### config.mk
export PLATFORM = sky130hd
export DESIGN_NAME = mc_controller
export DESIGN_NICKNAME = d
export VERILOG_FILES = /design/src/rtl/mc_controller_pkg.sv /design/src/rtl/mc_controller_aludec.sv /design/src/rtl/mc_controller.sv
export SDC_FILE = /design/constraint.sdc
export NUM_CORES = 1
export LEC_CHECK = 0
export CAP_MARGIN = 10
export CORE_UTILIZATION = 40
export DETAILED_ROUTE_END_ITERATION = 6
export GPL_ROUTABILITY_DRIVEN = 0
export GPL_TIMING_DRIVEN = 0
export PLACE_DENSITY = 0.82
export SLEW_MARGIN = 20
export SYNTH_ARGS = -nofsm -noshare
export SYNTH_HDL_FRONTEND = slang
export SYNTH_SLANG_ARGS = --single-unit
### constraint.sdc
create_clock -name clk -period 1.35 [get_ports clk]
set_input_delay 0.27 -clock clk [delete_from_list [all_inputs] [get_ports clk]]
set_output_delay 0.27 -clock clk [all_outputs]
set_load 0.02 [all_outputs]
### src/rtl/mc_controller_pkg.sv
`default_nettype none
// ============================================================================
// Module   : mc_controller_pkg
// Purpose  : Shared definitions for the multicycle controller: FSM state
//            encoding, opcode and R-type function codes, ALU operation codes
//            and an opcode legality helper.
// Ports    : none (package)
// Revision : 1.0 - initial release
// ============================================================================
package mc_controller_pkg;

  typedef enum logic [3:0] {
    S_FETCH  = 4'd0,
    S_DECODE = 4'd1,
    S_MEMADR = 4'd2,
    S_MEMRD  = 4'd3,
    S_MEMWB  = 4'd4,
    S_MEMWR  = 4'd5,
    S_REX    = 4'd6,
    S_RWB    = 4'd7,
    S_IEX    = 4'd8,
    S_IWB    = 4'd9,
    S_BEQEX  = 4'd10,
    S_BNEEX  = 4'd11,
    S_BLTEX  = 4'd12,
    S_JEX    = 4'd13
  } state_t;

  // Opcodes
  localparam logic [5:0] C_OP_RTYPE = 6'b000000;
  localparam logic [5:0] C_OP_LW    = 6'b100011;
  localparam logic [5:0] C_OP_SW    = 6'b101011;
  localparam logic [5:0] C_OP_ADDI  = 6'b001000;
  localparam logic [5:0] C_OP_ANDI  = 6'b001100;
  localparam logic [5:0] C_OP_ORI   = 6'b001101;
  localparam logic [5:0] C_OP_SLTI  = 6'b001010;
  localparam logic [5:0] C_OP_LUI   = 6'b001111;
  localparam logic [5:0] C_OP_LI    = 6'b011001;
  localparam logic [5:0] C_OP_MIX   = 6'b011010;
  localparam logic [5:0] C_OP_BEQ   = 6'b000100;
  localparam logic [5:0] C_OP_BNE   = 6'b000101;
  localparam logic [5:0] C_OP_BLT   = 6'b000110;
  localparam logic [5:0] C_OP_J     = 6'b000010;

  // R-type function codes
  localparam logic [5:0] C_FN_ADD = 6'b100000;
  localparam logic [5:0] C_FN_SUB = 6'b100010;
  localparam logic [5:0] C_FN_AND = 6'b100100;
  localparam logic [5:0] C_FN_OR  = 6'b100101;
  localparam logic [5:0] C_FN_SLT = 6'b101010;
  localparam logic [5:0] C_FN_NOR = 6'b100111;
  localparam logic [5:0] C_FN_SLL = 6'b000000;

  // ALU operation codes
  localparam logic [3:0] C_ALU_ADD = 4'b0010;
  localparam logic [3:0] C_ALU_SUB = 4'b0110;
  localparam logic [3:0] C_ALU_AND = 4'b0000;
  localparam logic [3:0] C_ALU_OR  = 4'b0001;
  localparam logic [3:0] C_ALU_SLT = 4'b0111;
  localparam logic [3:0] C_ALU_BLT = 4'b0101;
  localparam logic [3:0] C_ALU_SLL = 4'b1000;
  localparam logic [3:0] C_ALU_LI  = 4'b1001;
  localparam logic [3:0] C_ALU_LUI = 4'b1011;
  localparam logic [3:0] C_ALU_NOR = 4'b1100;
  localparam logic [3:0] C_ALU_MIX = 4'b1110;

  // True when DECODE has somewhere to go for this opcode.
  function automatic logic op_legal(input logic [5:0] op);
    case (op)
      C_OP_RTYPE, C_OP_LW, C_OP_SW,
      C_OP_ADDI, C_OP_ANDI, C_OP_ORI, C_OP_SLTI, C_OP_LUI, C_OP_LI, C_OP_MIX,
      C_OP_BEQ, C_OP_BNE, C_OP_BLT, C_OP_J: op_legal = 1'b1;
      default:                              op_legal = 1'b0;
    endcase
  endfunction

endpackage
`default_nettype wire

### src/rtl/mc_controller_aludec.sv
`default_nettype none
// ============================================================================
// Module   : mc_aludec
// Purpose  : Combinational ALU operation decoder for the multicycle
//            controller. Selects the ALU code from the current state and,
//            in the execute states, from the opcode or R-type function field.
// Ports    : state      in  FSM state (already forced to FETCH under reset)
//            op         in  6  opcode
//            funct      in  6  R-type function
//            alucontrol out 4  ALU operation code
//            badfunct   out 1  R-type execute with an undecodable function
// Revision : 1.0 - initial release
// ============================================================================
module mc_aludec
  import mc_controller_pkg::*;
(
  input  state_t      state,
  input  logic [5:0]  op,
  input  logic [5:0]  funct,
  output logic [3:0]  alucontrol,
  output logic        badfunct
);

  always_comb begin
    alucontrol = 4'b0000;
    badfunct   = 1'b0;
    case (state)
      // PC+4, branch target and effective address all use an add.
      S_FETCH, S_DECODE, S_MEMADR: alucontrol = C_ALU_ADD;
      S_REX: begin
        case (funct)
          C_FN_ADD: alucontrol = C_ALU_ADD;
          C_FN_SUB: alucontrol = C_ALU_SUB;
          C_FN_AND: alucontrol = C_ALU_AND;
          C_FN_OR:  alucontrol = C_ALU_OR;
          C_FN_SLT: alucontrol = C_ALU_SLT;
          C_FN_NOR: alucontrol = C_ALU_NOR;
          C_FN_SLL: alucontrol = C_ALU_SLL;
          default:  badfunct   = 1'b1;
        endcase
      end
      S_IEX: begin
        case (op)
          C_OP_ADDI: alucontrol = C_ALU_ADD;
          C_OP_ANDI: alucontrol = C_ALU_AND;
          C_OP_ORI:  alucontrol = C_ALU_OR;
          C_OP_SLTI: alucontrol = C_ALU_SLT;
          C_OP_LUI:  alucontrol = C_ALU_LUI;
          C_OP_LI:   alucontrol = C_ALU_LI;
          C_OP_MIX:  alucontrol = C_ALU_MIX;
          default:   alucontrol = 4'b0000;
        endcase
      end
      S_BEQEX, S_BNEEX: alucontrol = C_ALU_SUB;
      // The BLT ALU op yields zero when a < b, so zero=1 means taken.
      S_BLTEX:          alucontrol = C_ALU_BLT;
      default:          alucontrol = 4'b0000;
    endcase
  end

endmodule
`default_nettype wire

### src/rtl/mc_controller.sv
`default_nettype none
// ============================================================================
// Module   : mc_controller
// Purpose  : Moore-style multicycle CPU controller. Sequences fetch, decode,
//            memory, R-type, immediate, branch and jump instructions and
//            drives the datapath enables/selects.
// Ports    : clk        in  1  rising-edge clock
//            reset      in  1  synchronous active-low reset
//            op/funct   in  6  opcode / R-type function
//            zero       in  1  ALU zero flag
//            memready   in  1  memory ack for the current access
//            pcen, iord, memwrite, irwrite, regdst, memtoreg, regwrite,
//            alusrca    out 1  datapath enables/selects
//            alusrcb    out 2  ALU B select; pcsrc out 2 PC source select
//            alucontrol out 4  ALU operation; illegal out 1 decode error pulse
// Revision : 1.0 - initial release
// ============================================================================
module mc_controller
  import mc_controller_pkg::*;
(
  input  logic        clk,
  input  logic        reset,
  input  logic [5:0]  op,
  input  logic [5:0]  funct,
  input  logic        zero,
  input  logic        memready,
  output logic        pcen,
  output logic        iord,
  output logic        memwrite,
  output logic        irwrite,
  output logic        regdst,
  output logic        memtoreg,
  output logic        regwrite,
  output logic        alusrca,
  output logic [1:0]  alusrcb,
  output logic [1:0]  pcsrc,
  output logic [3:0]  alucontrol,
  output logic        illegal
);

  state_t r_state;
  state_t w_state;
  logic   w_badfunct;

  // While reset is low the outputs must already show FETCH values, even in
  // the cycle before the register has been forced, so decode from this.
  assign w_state = reset ? r_state : S_FETCH;

  mc_aludec u_aludec (
    .state      (w_state),
    .op         (op),
    .funct      (funct),
    .alucontrol (alucontrol),
    .badfunct   (w_badfunct)
  );

  always_ff @(posedge clk) begin
    if (!reset) begin
      r_state <= S_FETCH;
    end else begin
      case (r_state)
        S_FETCH:  if (memready) r_state <= S_DECODE;
        S_DECODE: begin
          case (op)
            C_OP_LW, C_OP_SW: r_state <= S_MEMADR;
            C_OP_RTYPE:       r_state <= S_REX;
            C_OP_ADDI, C_OP_ANDI, C_OP_ORI, C_OP_SLTI,
            C_OP_LUI, C_OP_LI, C_OP_MIX: r_state <= S_IEX;
            C_OP_BEQ:         r_state <= S_BEQEX;
            C_OP_BNE:         r_state <= S_BNEEX;
            C_OP_BLT:         r_state <= S_BLTEX;
            C_OP_J:           r_state <= S_JEX;
            default:          r_state <= S_FETCH;
          endcase
        end
        S_MEMADR: r_state <= (op == C_OP_LW) ? S_MEMRD : S_MEMWR;
        S_MEMRD:  if (memready) r_state <= S_MEMWB;
        S_MEMWR:  if (memready) r_state <= S_FETCH;
        S_REX:    r_state <= w_badfunct ? S_FETCH : S_RWB;
        S_IEX:    r_state <= S_IWB;
        default:  r_state <= S_FETCH;
      endcase
    end
  end

  always_comb begin
    pcen     = 1'b0;
    iord     = 1'b0;
    memwrite = 1'b0;
    irwrite  = 1'b0;
    regdst   = 1'b0;
    memtoreg = 1'b0;
    regwrite = 1'b0;
    alusrca  = 1'b0;
    alusrcb  = 2'b00;
    pcsrc    = 2'b00;
    illegal  = 1'b0;
    case (w_state)
      S_FETCH: begin
        alusrcb = 2'b01;
        irwrite = memready;
        pcen    = memready;
      end
      S_DECODE: begin
        alusrcb = 2'b11;
        illegal = ~op_legal(op);
      end
      S_MEMADR: begin
        alusrca = 1'b1;
        alusrcb = 2'b10;
      end
      S_MEMRD: iord = 1'b1;
      S_MEMWB: begin
        memtoreg = 1'b1;
        regwrite = 1'b1;
      end
      S_MEMWR: begin
        iord     = 1'b1;
        memwrite = 1'b1;
      end
      S_REX: begin
        alusrca = 1'b1;
        illegal = w_badfunct;
      end
      S_RWB: begin
        regdst   = 1'b1;
        regwrite = 1'b1;
      end
      S_IEX: begin
        alusrca = 1'b1;
        alusrcb = 2'b10;
      end
      S_IWB: regwrite = 1'b1;
      S_BEQEX: begin
        pcsrc = 2'b01;
        pcen  = zero;
      end
      S_BNEEX: begin
        pcsrc = 2'b01;
        pcen  = ~zero;
      end
      S_BLTEX: begin
        pcsrc = 2'b01;
        pcen  = zero;
      end
      S_JEX: begin
        pcsrc = 2'b10;
        pcen  = 1'b1;
      end
      default: begin
        pcen = 1'b0;
      end
    endcase
    if (!reset) begin
      pcen     = 1'b0;
      irwrite  = 1'b0;
      memwrite = 1'b0;
      regwrite = 1'b0;
      illegal  = 1'b0;
    end
  end

endmodule
`default_nettype wire

Yosys cells after proc, flatten, opt, wreduce, memory -nomap -nowiden
Memory sizes are Yosys's and may differ from the RTL's.
Index checks and enable logic that the tools add are counted.

word-level totals
  memories kept = 2
  ROM bits = 320
  output and inout port bits = 17
  word-level logic and storage cells = 82
  bits in registers = 4
  bits of input ports = 16

memory list
  memory            depth  width  read ports  clocked after Yosys merged registers in  wr ports  line                     source
  (name not given)  64     4      1           0                                        0         mc_controller.sv:64      case (op)
  (name not given)  64     1      1           0                                        0         mc_controller_pkg.sv:69  case (op)

cells by class
  bitwise logic cells = 2
  muxes and demuxes = 29
  reductions and logical operators = 13
  equal/unequal tests = 35

operators by type and width
  cell                  number
  $pmux W4 S6           2
  $eq A6 B6 Y1 const B  7
  $eq A4 B4 Y1 const B  7
  $pmux W4 S7           1
  $eq A4 B3 Y1 const B  6
  $eq A6 B4 Y1 const B  4
  $pmux W4 S5           1
  $eq A4 B2 Y1 const B  4
  $mux W4               4
  $mux W1               15
  $eq A6 B5 Y1 const B  2
  $reduce_or A3 Y1      4
  $eq A4 B1 Y1 const B  2
  $logic_not A4 Y1      2
  $reduce_or A2 Y1      4
  $reduce_or A7 Y1      1
  $logic_not A6 Y1      1
  $mux W3               2
  $ne A2 B2 Y1 const B  3
  $pmux W2 S3           1
  $pmux W1 S4           1
  $pmux W2 S2           1
  $reduce_and A3 Y1     1
  $not A1 Y1            2
  $pmux W1 S2           1

Longest topological paths before layout
Gate-level depths: netlist of run 1.

  word-level depth = 6
  gate-level depth with buffers = 7
  depth with buffers taken out = 7

By module
A second synthesis of run 1 with hierarchy kept.

second synthesis, totals
  cell total of the unflattened synthesis = 154
  area total of the unflattened synthesis = 1051.0 um2

by module, submodules not included
  module         instances  area each (um2)  cells each  sequential area each (um2)
  mc_controller  1          753.2            104         80.1
  mc_aludec      1          297.8            50          0.0

Worst setup path after synthesis of run 1
OpenSTA, ideal clock, no wires.

  path type = reg-to-output
  start = reg r_state[1]
  end = out illegal
  stages on the path, launching flop included = 5
  buffers on the path = 1
  data arrival time = 1.637 ns
  setup slack = -0.557 ns
  data required time = 1.080 ns
  cells stage by stage = dfxtp_1 -> buf_6 -> o31ai_2 -> nand2_1 -> o32ai_1

between the ends
  longest elaborated chain between the ends = 5
  elaborated cells between the ends (all ways) = 6
  those cells by class = eq/ne: 2; mux: 4

RTL lines
  item                      line                                             source
  start: declaration        mc_controller.sv:41                              state_t r_state;
  start signal: assignment  mc_controller.sv:76                              S_MEMADR: r_state <= (op == C_OP_LW) ? S_MEMRD : S_MEMWR;
  start signal: assignment  mc_controller.sv:79                              S_REX: r_state <= w_badfunct ? S_FETCH : S_RWB;
  $mux W4 (*)               mc_controller.sv:47                              assign w_state = reset ? r_state : S_FETCH;
  $eq A4 B3 Y1              mc_controller_aludec.sv:27, mc_controller.sv:98
  $mux W1                   mc_controller_aludec.sv:27                       case (state)
  $pmux W1 S2 (*)           mc_controller.sv:98                              case (w_state)
  $mux W1 (*)               mc_controller.sv:154                             if (!reset) begin
  end: declaration          mc_controller.sv:38                              output logic illegal

Every way passes the cells marked *; elsewhere a longest branch is shown, timed or not.

Final worst setup path of run 1
  start = reg r_state[2]
  end = out alucontrol[2]

between the ends
  longest elaborated chain between the ends = 4
  elaborated cells between the ends (all ways) = 12
  those cells by class = eq/ne: 7; mux: 2; reduce/logical: 3

RTL lines
  item                                                  line                        source
  $mux W4 (*)                                           mc_controller.sv:47
  $eq A4 B1 Y1 (tied with other cells)                  mc_controller_aludec.sv:27
  $reduce_or A3 Y1 or $reduce_or A2 Y1 (tied branches)  mc_controller_aludec.sv:27
  $pmux W4 S5 (*)                                       mc_controller_aludec.sv:27
  end: declaration                                      mc_controller.sv:37         output logic [3:0] alucontrol,

Marked as above.

==> results of run 1 <==
-- cells in the mapped netlist (2+ instances only) --
master	n
o21ai_0	2
nand4b_1	2
nor2b_1	7
o21ai_1	3
o211ai_1	2
nand2b_1	7
nand2_1	16
buf_2	9
nand4bb_1	2
o22ai_1	4
mux2_2	2
buf_4	3
inv_1	7
nor3_1	8
nor2_1	22
dfxtp_1	4
and3_1	3
o32ai_1	2
a21oi_1	8
nand3_1	4
a31oi_1	5
mux2i_1	3
ha_1	4
o221ai_1	2
nand4_1	2
-- per-layer routing --
metal | GRT usage (%) | routed length, um | vias up | part of all wire, %
li1 | - | - | 718 | -
met1 | 33.6 | 1680 | 735 | 35
met2 | 49.8 | 2360 | 132 | 50
met3 | 5.65 | 440 | 33 | 9.3
met4 | 10.7 | 248 | 0 | 5.2
met5 | 0 | 0 | - | 0
-- worst paths after layout --
path / start / end / slack (ns) / depth (start not counted)
hold / removal: op[5] / r_state[3]$_SDFFE_PN0P_ / 0.43 / 3
setup reg to reg: r_state[1]$_SDFFE_PN0P_ / r_state[2]$_SDFFE_PN0P_ / -0.40 / 9
setup / recovery: r_state[2]$_SDFFE_PN0P_ / alucontrol[2] / -0.48 / 5
hold reg to reg: r_state[0]$_SDFFE_PN0P_ / r_state[3]$_SDFFE_PN0P_ / 0.72 / 4
-- layout by cell type, fill, tap and decap left out, types with 3 or more instances in the layout --
cell      netlist  layout
nor3_2          1       4
nand2_1        16      10
nor2_1         22      15
clkbuf_2        1       3
nor3_1          8       4
buf_8           0       3
dfxtp_4         0       3
nor2_4          0       5
a21oi_1         8       8
nor2b_4         1       3
nand2_2         0       5
o22ai_1         4       3
buf_4           3      28
nor2b_1         7       4
and3_1          3       3
nand2b_4        0       3
mux2i_1         3       3
a31oi_1         5       4
buf_6           1      22
buf_2           9       7
nand2b_1        7       4
inv_1           7       5
clkbuf_4        0       3
-- layout make-up --
| cell class | instances | area (um^2) | area share [%] |
|---|---|---|---|
| plain buffers | 13 | 129 | 6.47 |
| clock buffers | 3 | 22.5 | 1.13 |
| inverters | 7 | 26.3 | 1.32 |
| multi-input cells | 138 | 1180 | 59.5 |
| flip-flops and latches | 4 | 91.3 | 4.59 |
| well taps | 30 | 37.5 | 1.89 |
| repair buffers | 56 | 499 | 25.1 |
-- cells by family (layout without fill, tap and decap cells) --
kind of cell / Yosys count / in the layout / synth area share, %
mux: 5 / 5 / 4.84
compound gates: 44 / 44 / 30.2
fa+ha+maj: 4 / 4 / 4.61
flops: 4 / 4 / 7.37
xor+xnor: 2 / 2 / 1.61
buf+inv: 22 / 79 / 10.5
simple gates: 83 / 83 / 40.9
-- through the flow --
step	total power [W]	utilization, %	setup TNS (ns)
finish	0.000727	78.9	-6.71
global placement	0.000433	60.1	-19.52
global route	0.000772	78.9	-8.40
CTS	0.000648	72.5	-5.99
floorplan	0.000334	-	-1.17
detailed placement	0.000440	60.1	-19.82
-- tightest hold or removal path, cell delays in order --
cell	delay [ns]
clkbuf_2	0.17
a211o_1	0.13
a21oi_1	0.05
-- power by group through the flow --
stage	sequential [W]	clock [W]	combinational, W
floorplan	0.000127	0	0.000207
global placement	0.000127	0	0.000305
detailed placement	0.000127	0	0.000313
CTS	0.000128	0.000151	0.000369
global route	0.000128	0.000170	0.000474
finish	0.000128	0.000151	0.000449
-- timing repair --
action,CTS,global route
gates resized for setup,146,39
buffers inserted,20,8
hold endpoints to repair,0,0
pin swaps,12,18
setup endpoints to repair,21,21
gates cloned,0,1
==> flow_summary.rst, run 1 <==
.. list-table::
   :header-rows: 1

   * - Metric
     - Value
   * - Tightest Pin Transition
     - 0.340 ns
   * - Cell area after synthesis
     - 1090 um^2
   * - Number of remaining DRC errors
     - 0
   * - Total placed instance area
     - 1520 um^2
   * - Crit path setup slack, layout
     - -0.478 ns
   * - Number of vias after detailed routing
     - 1618
   * - Vias in the first global route
     - 1383
   * - Max Root-Sink Buffers
     - 2
   * - Clk pin slew, worst setup/hold paths
     - 0.04 ns
   * - Series of cell instances along the critical path
     - buf_4 -> nor2b_1 -> o211ai_1 -> o211ai_1 -> buf_4
   * - Post-synthesis cell count
     - 164
   * - Critical path class
     - reg2out
   * - Peak supply drop
     - 0.539 mV
   * - Cell-internal power
     - 0.000431 W
   * - Cell count after placement
     - 221
   * - Cts hold-fix bufs
     - 0
   * - Number of enable flip-flop cells after synthesis
     - 0
   * - Yosys cell types
     - 56
   * - Crit-path leading delay family
     - buffers and inverters
   * - Result of the run
     - complete, but fails checks
   * - Non-Filler Cell Area, Final
     - 1990 um^2
   * - Worst Path Arrival
     - 1.56 ns
   * - Area grow syn2layout
     - 83.3%
   * - Routed wire length
     - 4.72 mm
   * - First-pass detailed-route iteration total
     - 5
   * - Largest fanout on the critical path
     - 10
   * - Switching power as a share of total power
     - 40.7%
   * - Pre-CTS WS
     - -1.32 ns
   * - Final critical-path share of the clock period
     - 135%
   * - Grt ovf
     - 0
   * - Synthesized flop and latch total
     - 4
   * - Pin count of the biggest net entering global routing
     - 11
   * - Syn Area/Cell
     - 6.62 um^2
   * - Proportion of register bits with asynchronous set or reset after synthesis
     - 0%
   * - Core area
     - 2520 um^2
   * - Bufs and invs on worst path
     - 2
   * - Top cell type by total area after synthesis
     - nor2_1
   * - Number of fill cells
     - 160
   * - Global-route wire length before repair
     - 6.13 mm
   * - Initial drt markers
     - 79
   * - Time the final worst path needs with I/O delays and setup
     - 1.83 ns
   * - Post-DP HPWL
     - 2.40 mm
   * - Critical Path End Type
     - output pin
   * - RSZ-0062 raised after global routing
     - yes
   * - Die height
     - 54.1 um
   * - Relative contribution of sequential cells to total power
     - 17.6%
   * - TritonCTS Buffers
     - 3
   * - Die area
     - 2930 um^2
   * - Number of antenna violations at the first check in global routing
     - 0
   * - Max H-tree Level
     - 1
   * - Final instance count without filler cells
     - 251
   * - Biggest cell delay along the critical path
     - 0.36 ns
   * - Wire length per cell
     - 18.8 um
   * - TritonCTS clock tree
     - done
   * - Number of nets with antenna violations after detailed routing
     - 0
   * - Post-synthesis net count
     - 184
   * - Num ports
     - 33
   * - Tightest slew margin relative to the limit
     - 77.3%
   * - N_diodes
     - 0
   * - Nets@finish
     - 243
   * - CP max stage cell
     - dfxtp_4
   * - Hold WC Path Type
     - in2reg
   * - Ratio of routed vias to standard cells
     - 6.45
   * - Data required, critical path
     - 1.08 ns
   * - CTS Sinks
     - 4
   * - Setup crit start kind
     - flip-flop
   * - Synth top area share
     - 7.60%
   * - Combinational group share of total power
     - 61.7%
   * - Hold Slack
     - 0.434 ns
   * - Number of endpoints with negative hold slack in the final report
     - 0
   * - Clock insertion delay at the later pin of the skew report
     - 0.24 ns
   * - Overall track demand over capacity in global routing
     - 28.4%
   * - Leakage power summed over all cells
     - 0.795 nW
   * - Max-cap viol count
     - 0
   * - Quantity of I/O buffers inserted on ports
     - 27
   * - Violated checks
     - negative setup slack
   * - Setup Viol. Count Final
     - 21
   * - Total count of max-transition violations in the final report
     - 0
   * - Share of power burned in the clock network
     - 20.7%
   * - Standard-cell rows
     - 18
   * - Initial core utilization
     - 43.1%
   * - Largest regs
     - r_state: 4 flops
   * - Top register by number of flip-flops
     - r_state
   * - Seq/Total Area, Yosys
     - 7.37%
   * - Maximum frequency from static timing analysis
     - 547 MHz
   * - Fraction of final layout cells with drive strength greater than 1
     - 55.2%
   * - Switching pwr
     - 0.000296 W
   * - Layout Skew
     - 0.00201 ns
   * - Number of warnings reported in the yosys synthesis log
     - 0
   * - Ratio of total power to cell area
     - 365 nW/um^2
   * - Buffer type at the clock tree root
     - clkbuf_4
   * - Horizontal die dimension
     - 54.1 um
   * - Largest cells by area after synthesis
     - nor2_1 7.6%, dfxtp_1 7.4%, nand2_1 5.5%
   * - Commonest register cell after synthesis
     - dfxtp_1
   * - Number of flip-flops under the largest register name
     - 4
Power figures use the tool's default switching activity.
==> inputs of run 2 (changes only) <==
CORE_ASPECT_RATIO = 0.7   (was default)
CORE_MARGIN = 3   (was default)
PLACE_DENSITY = 0.73   (was 0.82)
==> run 2 against run 1 <==
Effect of this change: the run still ends with negative setup slack left; worst hold slack better by 0.022 ns; total power is 17% higher; sequential share of layout area is 0.35 points lower; clock power is 78% higher; count of clock-buffer cells in the layout stayed put; critical endpoint is now iord; largest power group unchanged.
==> flow_summary.rst, run 2 (synthesis gave the netlist of run 1 again) <==
.. list-table::
   :header-rows: 1

   * - Metric
     - Value
   * - Result of the run
     - complete, but fails checks
   * - Cts hold-fix bufs
     - 0
   * - Number of nets with antenna violations after detailed routing
     - 0
   * - Time the final worst path needs with I/O delays and setup
     - 1.85 ns
   * - R2r setup slk
     - -0.26 ns
   * - Largest fanout on the critical path
     - 10
   * - Die area
     - 3390 um^2
   * - Total count of max-transition violations in the final report
     - 0
   * - Crit path setup slack, layout
     - -0.502 ns
   * - Critical Path End Type
     - output pin
   * - Bufs and invs on worst path
     - 3
   * - TritonCTS Buffers
     - 3
   * - Critical path class
     - reg2out
   * - Clock insertion delay at the later pin of the skew report
     - 0.22 ns
   * - Final critical-path share of the clock period
     - 137%
   * - Post-DP HPWL
     - 2.77 mm
   * - Max-cap viol count
     - 0
   * - Buffer type at the clock tree root
     - clkbuf_8
   * - Most frequent standard cell in the layout excluding fill and tap cells
     - buf_4
   * - Top library cells by usage in the layout, fill and taps aside
     - 30 x buf_4, 16 x buf_6, 12 x nand2_1, 12 x nor2_1, 7 x a21oi_1
   * - Peak supply drop
     - 0.291 mV
   * - Max Root-Sink Buffers
     - 2
   * - Tightest slew margin relative to the limit
     - 68.9%
   * - Ratio of total power to cell area
     - 413 nW/um^2
   * - Overall track demand over capacity in global routing
     - 30.7%
   * - Number of endpoints with negative hold slack in the final report
     - 0
   * - Horizontal die dimension
     - 68.3 um
   * - Biggest cell delay along the critical path
     - 0.31 ns
   * - Number of flip-flops under the largest register name
     - 4
   * - Global-route wire length before repair
     - 7.71 mm
   * - Initial core utilization
     - 43.2%
   * - Maximum frequency from static timing analysis
     - 540 MHz
   * - Clk pin slew, worst setup/hold paths
     - 0.04 ns
   * - Crit-path leading delay family
     - buffers and inverters
   * - Setup crit start kind
     - flip-flop
   * - Quantity of I/O buffers inserted on ports
     - 27
   * - N_diodes
     - 0
   * - Non-Filler Cell Area, Final
     - 2070 um^2
   * - First-pass detailed-route iteration total
     - 5
   * - Routed wire length
     - 5.50 mm
   * - Total placed instance area
     - 1520 um^2
   * - Worst Path Arrival
     - 1.58 ns
   * - Fraction of final layout cells with drive strength greater than 1
     - 57.8%
   * - Core area
     - 2510 um^2
   * - RSZ-0062 raised after global routing
     - yes
   * - Leakage power summed over all cells
     - 0.811 nW
   * - Data required, critical path
     - 1.08 ns
   * - Die height
     - 49.6 um
   * - Layout Skew
     - 0.00108 ns
   * - Number of vias after detailed routing
     - 1660
   * - CTS Sinks
     - 4
   * - TritonCTS clock tree
     - done
   * - Pin count of the biggest net entering global routing
     - 11
   * - Initial drt markers
     - 175
   * - Number of antenna violations at the first check in global routing
     - 0
   * - Number of remaining DRC errors
     - 0
   * - Largest regs
     - r_state: 4 flops
   * - Nets@finish
     - 240
   * - CP max stage cell
     - dfxtp_2
   * - Hold WC Path Type
     - in2reg
   * - Area grow syn2layout
     - 90.2%
   * - Tightest Pin Transition
     - 0.466 ns
   * - Hold Slack
     - 0.455 ns
   * - Grt ovf
     - 0
   * - Setup Viol. Count Final
     - 21
   * - Ratio of routed vias to standard cells
     - 6.59
   * - Standard-cell rows
     - 15
   * - Wire length per cell
     - 21.8 um
   * - Top register by number of flip-flops
     - r_state
   * - Violated checks
     - negative setup slack
   * - Max H-tree Level
     - 1
   * - Vias in the first global route
     - 1503
   * - Num ports
     - 33
   * - Series of cell instances along the critical path
     - buf_6 -> buf_4 -> xor2_2 -> and3_1 -> clkdlybuf4s15_2
-- run 2: worst min-delay path, delay by kind of cell --
family	cells	cell delay (ns)
AOI/OAI and AO/OA	2	0.19
buffers and inverters	1	0.17
-- run 2: path summary, 6_finish.rpt --
path | start | endpoint | cells past startpoint
setup / recovery | r_state[2]$_SDFFE_PN0P_ | iord | 5
hold / removal | op[5] | r_state[3]$_SDFFE_PN0P_ | 3
setup reg to reg | r_state[1]$_SDFFE_PN0P_ | r_state[0]$_SDFFE_PN0P_ | 8
hold reg to reg | r_state[0]$_SDFFE_PN0P_ | r_state[3]$_SDFFE_PN0P_ | 4
-- run 2: final cells by class --
| cell class | count | area (um^2) |
|---|---|---|
| multi-input cells | 138 | 1240 |
| clock buffers | 3 | 41.3 |
| plain buffers | 15 | 159 |
| repair buffers | 51 | 469 |
| fillers | 156 | 449 |
| well taps | 34 | 42.5 |
| inverters | 7 | 26.3 |
| flip-flops and latches | 4 | 87.6 |
-- run 2: timing repair --
action                     in CTS  in global routing
hold endpoints to repair        0                  0
buffers inserted               17                  7
setup endpoints to repair      21                 21
gates cloned                    2                  0
pin swaps                      20                 12
gates resized for setup       164                 26
-- run 2: routing by layer --
layer	vias up	wire length [um]	global-route usage, %
met1	792	2250	38.8
met5	-	0	0
met3	33	436	6.38
met4	0	255	18.2
met2	121	2560	47.4
li1	714	-	-
-- run 2: power breakdown --
part           internal (W)  switching (W)
registers          0.000123     0.00000558
logic              0.000205       0.000249
clock network      0.000192      0.0000778
-- run 2: metrics by stage --
step                TNS (ns)  utilization, %  worst slack (ns)  instances  total power, W
floorplan              -1.17               -            -0.264        164        0.000334
global placement      -19.79            60.5             -1.32        225        0.000438
detailed placement    -19.73            60.5             -1.29        225        0.000443
CTS                    -5.60            76.7            -0.466        247        0.000768
global route           -7.34            82.1            -0.520        252        0.000876
finish                 -6.68            82.1            -0.502        252        0.000852
==> inputs of run 3 (changes only) <==
--- a/config.mk
+++ b/config.mk
@@ -7,11 +7,13 @@
 export LEC_CHECK = 0
 export CAP_MARGIN = 10
+export CELL_PAD_IN_SITES_DETAIL_PLACEMENT = 1
+export CELL_PAD_IN_SITES_GLOBAL_PLACEMENT = 2
 export CORE_ASPECT_RATIO = 0.7
 export CORE_MARGIN = 3
-export CORE_UTILIZATION = 40
+export CORE_UTILIZATION = 22
 export DETAILED_ROUTE_END_ITERATION = 6
 export GPL_ROUTABILITY_DRIVEN = 0
 export GPL_TIMING_DRIVEN = 0
-export PLACE_DENSITY = 0.73
+export PLACE_DENSITY_LB_ADDON = 0.1
 export SLEW_MARGIN = 20
 export SYNTH_ARGS = -nofsm -noshare
==> constraint.sdc (replaced) <==
create_clock -name clk -period 1.35 [get_ports clk]
set_input_delay 0.405 -clock clk [delete_from_list [all_inputs] [get_ports clk]]
set_output_delay 0.405 -clock clk [all_outputs]
set_load 0.02 [all_outputs]
==> run 3 against run 2 <==
Effect of this change: the run still ends with negative setup slack left; via count down 9.2%; global-route usage shrank 13 points; register-to-register slack improved by 0.03 ns; routed wire length down 4.9%; cell area rose by 7.9%; worst setup slack lost 0.14 ns; sequential power hardly changed; largest cell class unchanged.
==> flow_summary.rst, run 3 (synthesis gave the netlist of run 1 again) <==
.. list-table::
   :header-rows: 1

   * - Metric
     - Value
   * - Number of antenna violations at the first check in global routing
     - 0
   * - Final instance count without filler cells
     - 285
   * - TritonCTS clock tree
     - done
   * - N_diodes
     - 0
   * - Clock insertion delay at the later pin of the skew report
     - 0.22 ns
   * - Largest fanout on the critical path
     - 4
   * - Horizontal die dimension
     - 90.0 um
   * - Number of vias after detailed routing
     - 1507
   * - Number of fill cells
     - 542
   * - Cts hold-fix bufs
     - 0
   * - Maximum frequency from static timing analysis
     - 502 MHz
   * - Tightest Pin Transition
     - 0.418 ns
   * - Number of flip-flops under the largest register name
     - 4
   * - Core area
     - 4550 um^2
   * - Met2 layer usage reported by global route
     - 27.9%
   * - TritonCTS Buffers
     - 3
   * - Total placed instance area
     - 1670 um^2
   * - Num ports
     - 33
   * - Max H-tree Level
     - 1
   * - Standard-cell rows
     - 20
   * - Max-cap viol count
     - 0
   * - Pin count of the biggest net entering global routing
     - 11
   * - Vias in the first global route
     - 1534
   * - Sum Neg Setup Slack
     - -9.32 ns
   * - Top register by number of flip-flops
     - r_state
   * - Worst Path Arrival
     - 1.59 ns
   * - Number of endpoints with negative hold slack in the final report
     - 0
   * - Final critical-path share of the clock period
     - 148%
   * - Critical path class
     - reg2out
   * - Crit-path leading delay family
     - buffers and inverters
   * - Total count of max-transition violations in the final report
     - 0
   * - Ratio of total power to cell area
     - 380 nW/um^2
   * - Buffer type at the clock tree root
     - clkbuf_8
   * - Ratio of routed vias to standard cells
     - 5.29
   * - Largest regs
     - r_state: 4 flops
   * - Layout Skew
     - 0.00320 ns
   * - Global-route wire length before repair
     - 8.31 mm
   * - Number of nets with antenna violations after detailed routing
     - 0
   * - Result of the run
     - complete, but fails checks
   * - Setup Viol. Count Final
     - 21
   * - Met3 track demand over resource in global routing
     - 1.62%
   * - Time the final worst path needs with I/O delays and setup
     - 1.99 ns
   * - Violated checks
     - negative setup slack
   * - R2r setup slk
     - -0.23 ns
   * - CP max stage cell
     - dfxtp_2
   * - Die height
     - 64.8 um
   * - Met1 capacity usage during global routing
     - 26.8%
   * - Quantity of I/O buffers inserted on ports
     - 27
   * - Area grow syn2layout
     - 105%
   * - CTS Sinks
     - 4
   * - Series of cell instances along the critical path
     - buf_6 -> buf_12 -> nand2b_4 -> nor3_4 -> nand4_1 -> o211ai_1 -> buf_4
   * - Initial drt markers
     - 80
   * - Nets@finish
     - 241
   * - Die area
     - 5830 um^2
   * - Overall track demand over capacity in global routing
     - 18.1%
   * - Initial core utilization
     - 23.8%
   * - Crit path setup slack, layout
     - -0.644 ns
   * - Peak supply drop
     - 0.168 mV
   * - Critical Path End Type
     - output pin
   * - Wire length per cell
     - 18.3 um
   * - Hold WC Path Type
     - in2reg
   * - Grt ovf
     - 0
   * - Tightest slew margin relative to the limit
     - 72.2%
   * - Leakage power summed over all cells
     - 0.822 nW
   * - Cell count after placement
     - 257
   * - RSZ-0062 raised after global routing
     - yes
   * - Biggest cell delay along the critical path
     - 0.33 ns
   * - Clk pin slew, worst setup/hold paths
     - 0.03 ns
   * - Post-DP HPWL
     - 3.39 mm
   * - Number of remaining DRC errors
     - 0
   * - Setup crit start kind
     - flip-flop
   * - Bufs and invs on worst path
     - 3
   * - First-pass detailed-route iteration total
     - 4
   * - Top library cells by usage in the layout, fill and taps aside
     - 24 x buf_6, 24 x buf_4, 13 x nor2_1
   * - Most heavily used metal layer in global routing
     - met2
   * - Routed wire length
     - 5.23 mm
   * - Max Root-Sink Buffers
     - 2
   * - Non-Filler Cell Area, Final
     - 2230 um^2
   * - Data required, critical path
     - 0.95 ns
   * - Fraction of final layout cells with drive strength greater than 1
     - 63.9%
==> run 3: cell type report <==
| class | instances | area (um^2) | area share, % |
|---|---|---|---|
| inverters | 7 | 31.3 | 1.40 |
| plain buffers | 15 | 173 | 7.75 |
| repair buffers | 52 | 499 | 22.4 |
| multi-input cells | 138 | 1320 | 59.1 |
| flip-flops and latches | 4 | 85.1 | 3.82 |
| clock buffers | 3 | 41.3 | 1.85 |
| well taps | 66 | 82.6 | 3.71 |
==> run 3: final timing paths <==
path | start | endpoint | cells after the start
min | op[5] | r_state[3]$_SDFFE_PN0P_ | 3
max | r_state[1]$_SDFFE_PN0P_ | alucontrol[2] | 7
min reg2reg | r_state[0]$_SDFFE_PN0P_ | r_state[3]$_SDFFE_PN0P_ | 4
max reg2reg | r_state[1]$_SDFFE_PN0P_ | r_state[1]$_SDFFE_PN0P_ | 8
==> run 3: metal layers <==
layer | vias up | part of all wire, %
met3 | 7 | 5.6
met1 | 736 | 50
met4 | 0 | 1.4
met5 | - | 0
li1 | 717 | -
met2 | 47 | 43
==> run 3: report_power, final <==
| group | switching (W) | leakage (nW) | internal [W] | total (W) |
|---|---|---|---|---|
| Combinational | 0.000250 | 0.766 | 0.000215 | 0.000465 |
| Clock | 0.0000630 | 0.0216 | 0.000190 | 0.000253 |
| Sequential | 0.00000530 | 0.0343 | 0.000124 | 0.000129 |
| Total | 0.000318 | 0.822 | 0.000529 | 0.000847 |
==> run 3: worst register-to-register path: cells and delay by family (launching register included) <==
| kind | cells | cell delay, ns |
|---|---|---|
| AO/OA/AOI/OAI | 2 | 0.30 |
| buffers and inverters | 3 | 0.44 |
| flip-flops | 1 | 0.32 |
| multiplexers | 1 | 0.12 |
| AND/OR/NAND/NOR | 2 | 0.34 |
==> run 3: through the flow <==
| stage | hold WS (ns) | setup slack [ns] | power (W) | utilization [%] |
|---|---|---|---|---|
| after floorplan | 0.542 | -0.411 | 0.000368 | - |
| final | 0.610 | -0.644 | 0.000847 | 48.9 |
| after global placement | 0.627 | -1.72 | 0.000491 | 36.7 |
| after detailed placement | 0.652 | -1.74 | 0.000494 | 36.7 |
| after CTS | 0.586 | -0.645 | 0.000812 | 45.6 |
| after global routing | 0.644 | -0.717 | 0.000892 | 48.9 |
==> run 3: timing repair <==
action                                  4_1_cts  5_1_grt
gates cloned                                  1        0
setup buffers                                21        7
pin swaps                                    23       12
endpoints found under the setup margin       21       21
resized for setup                           168       39
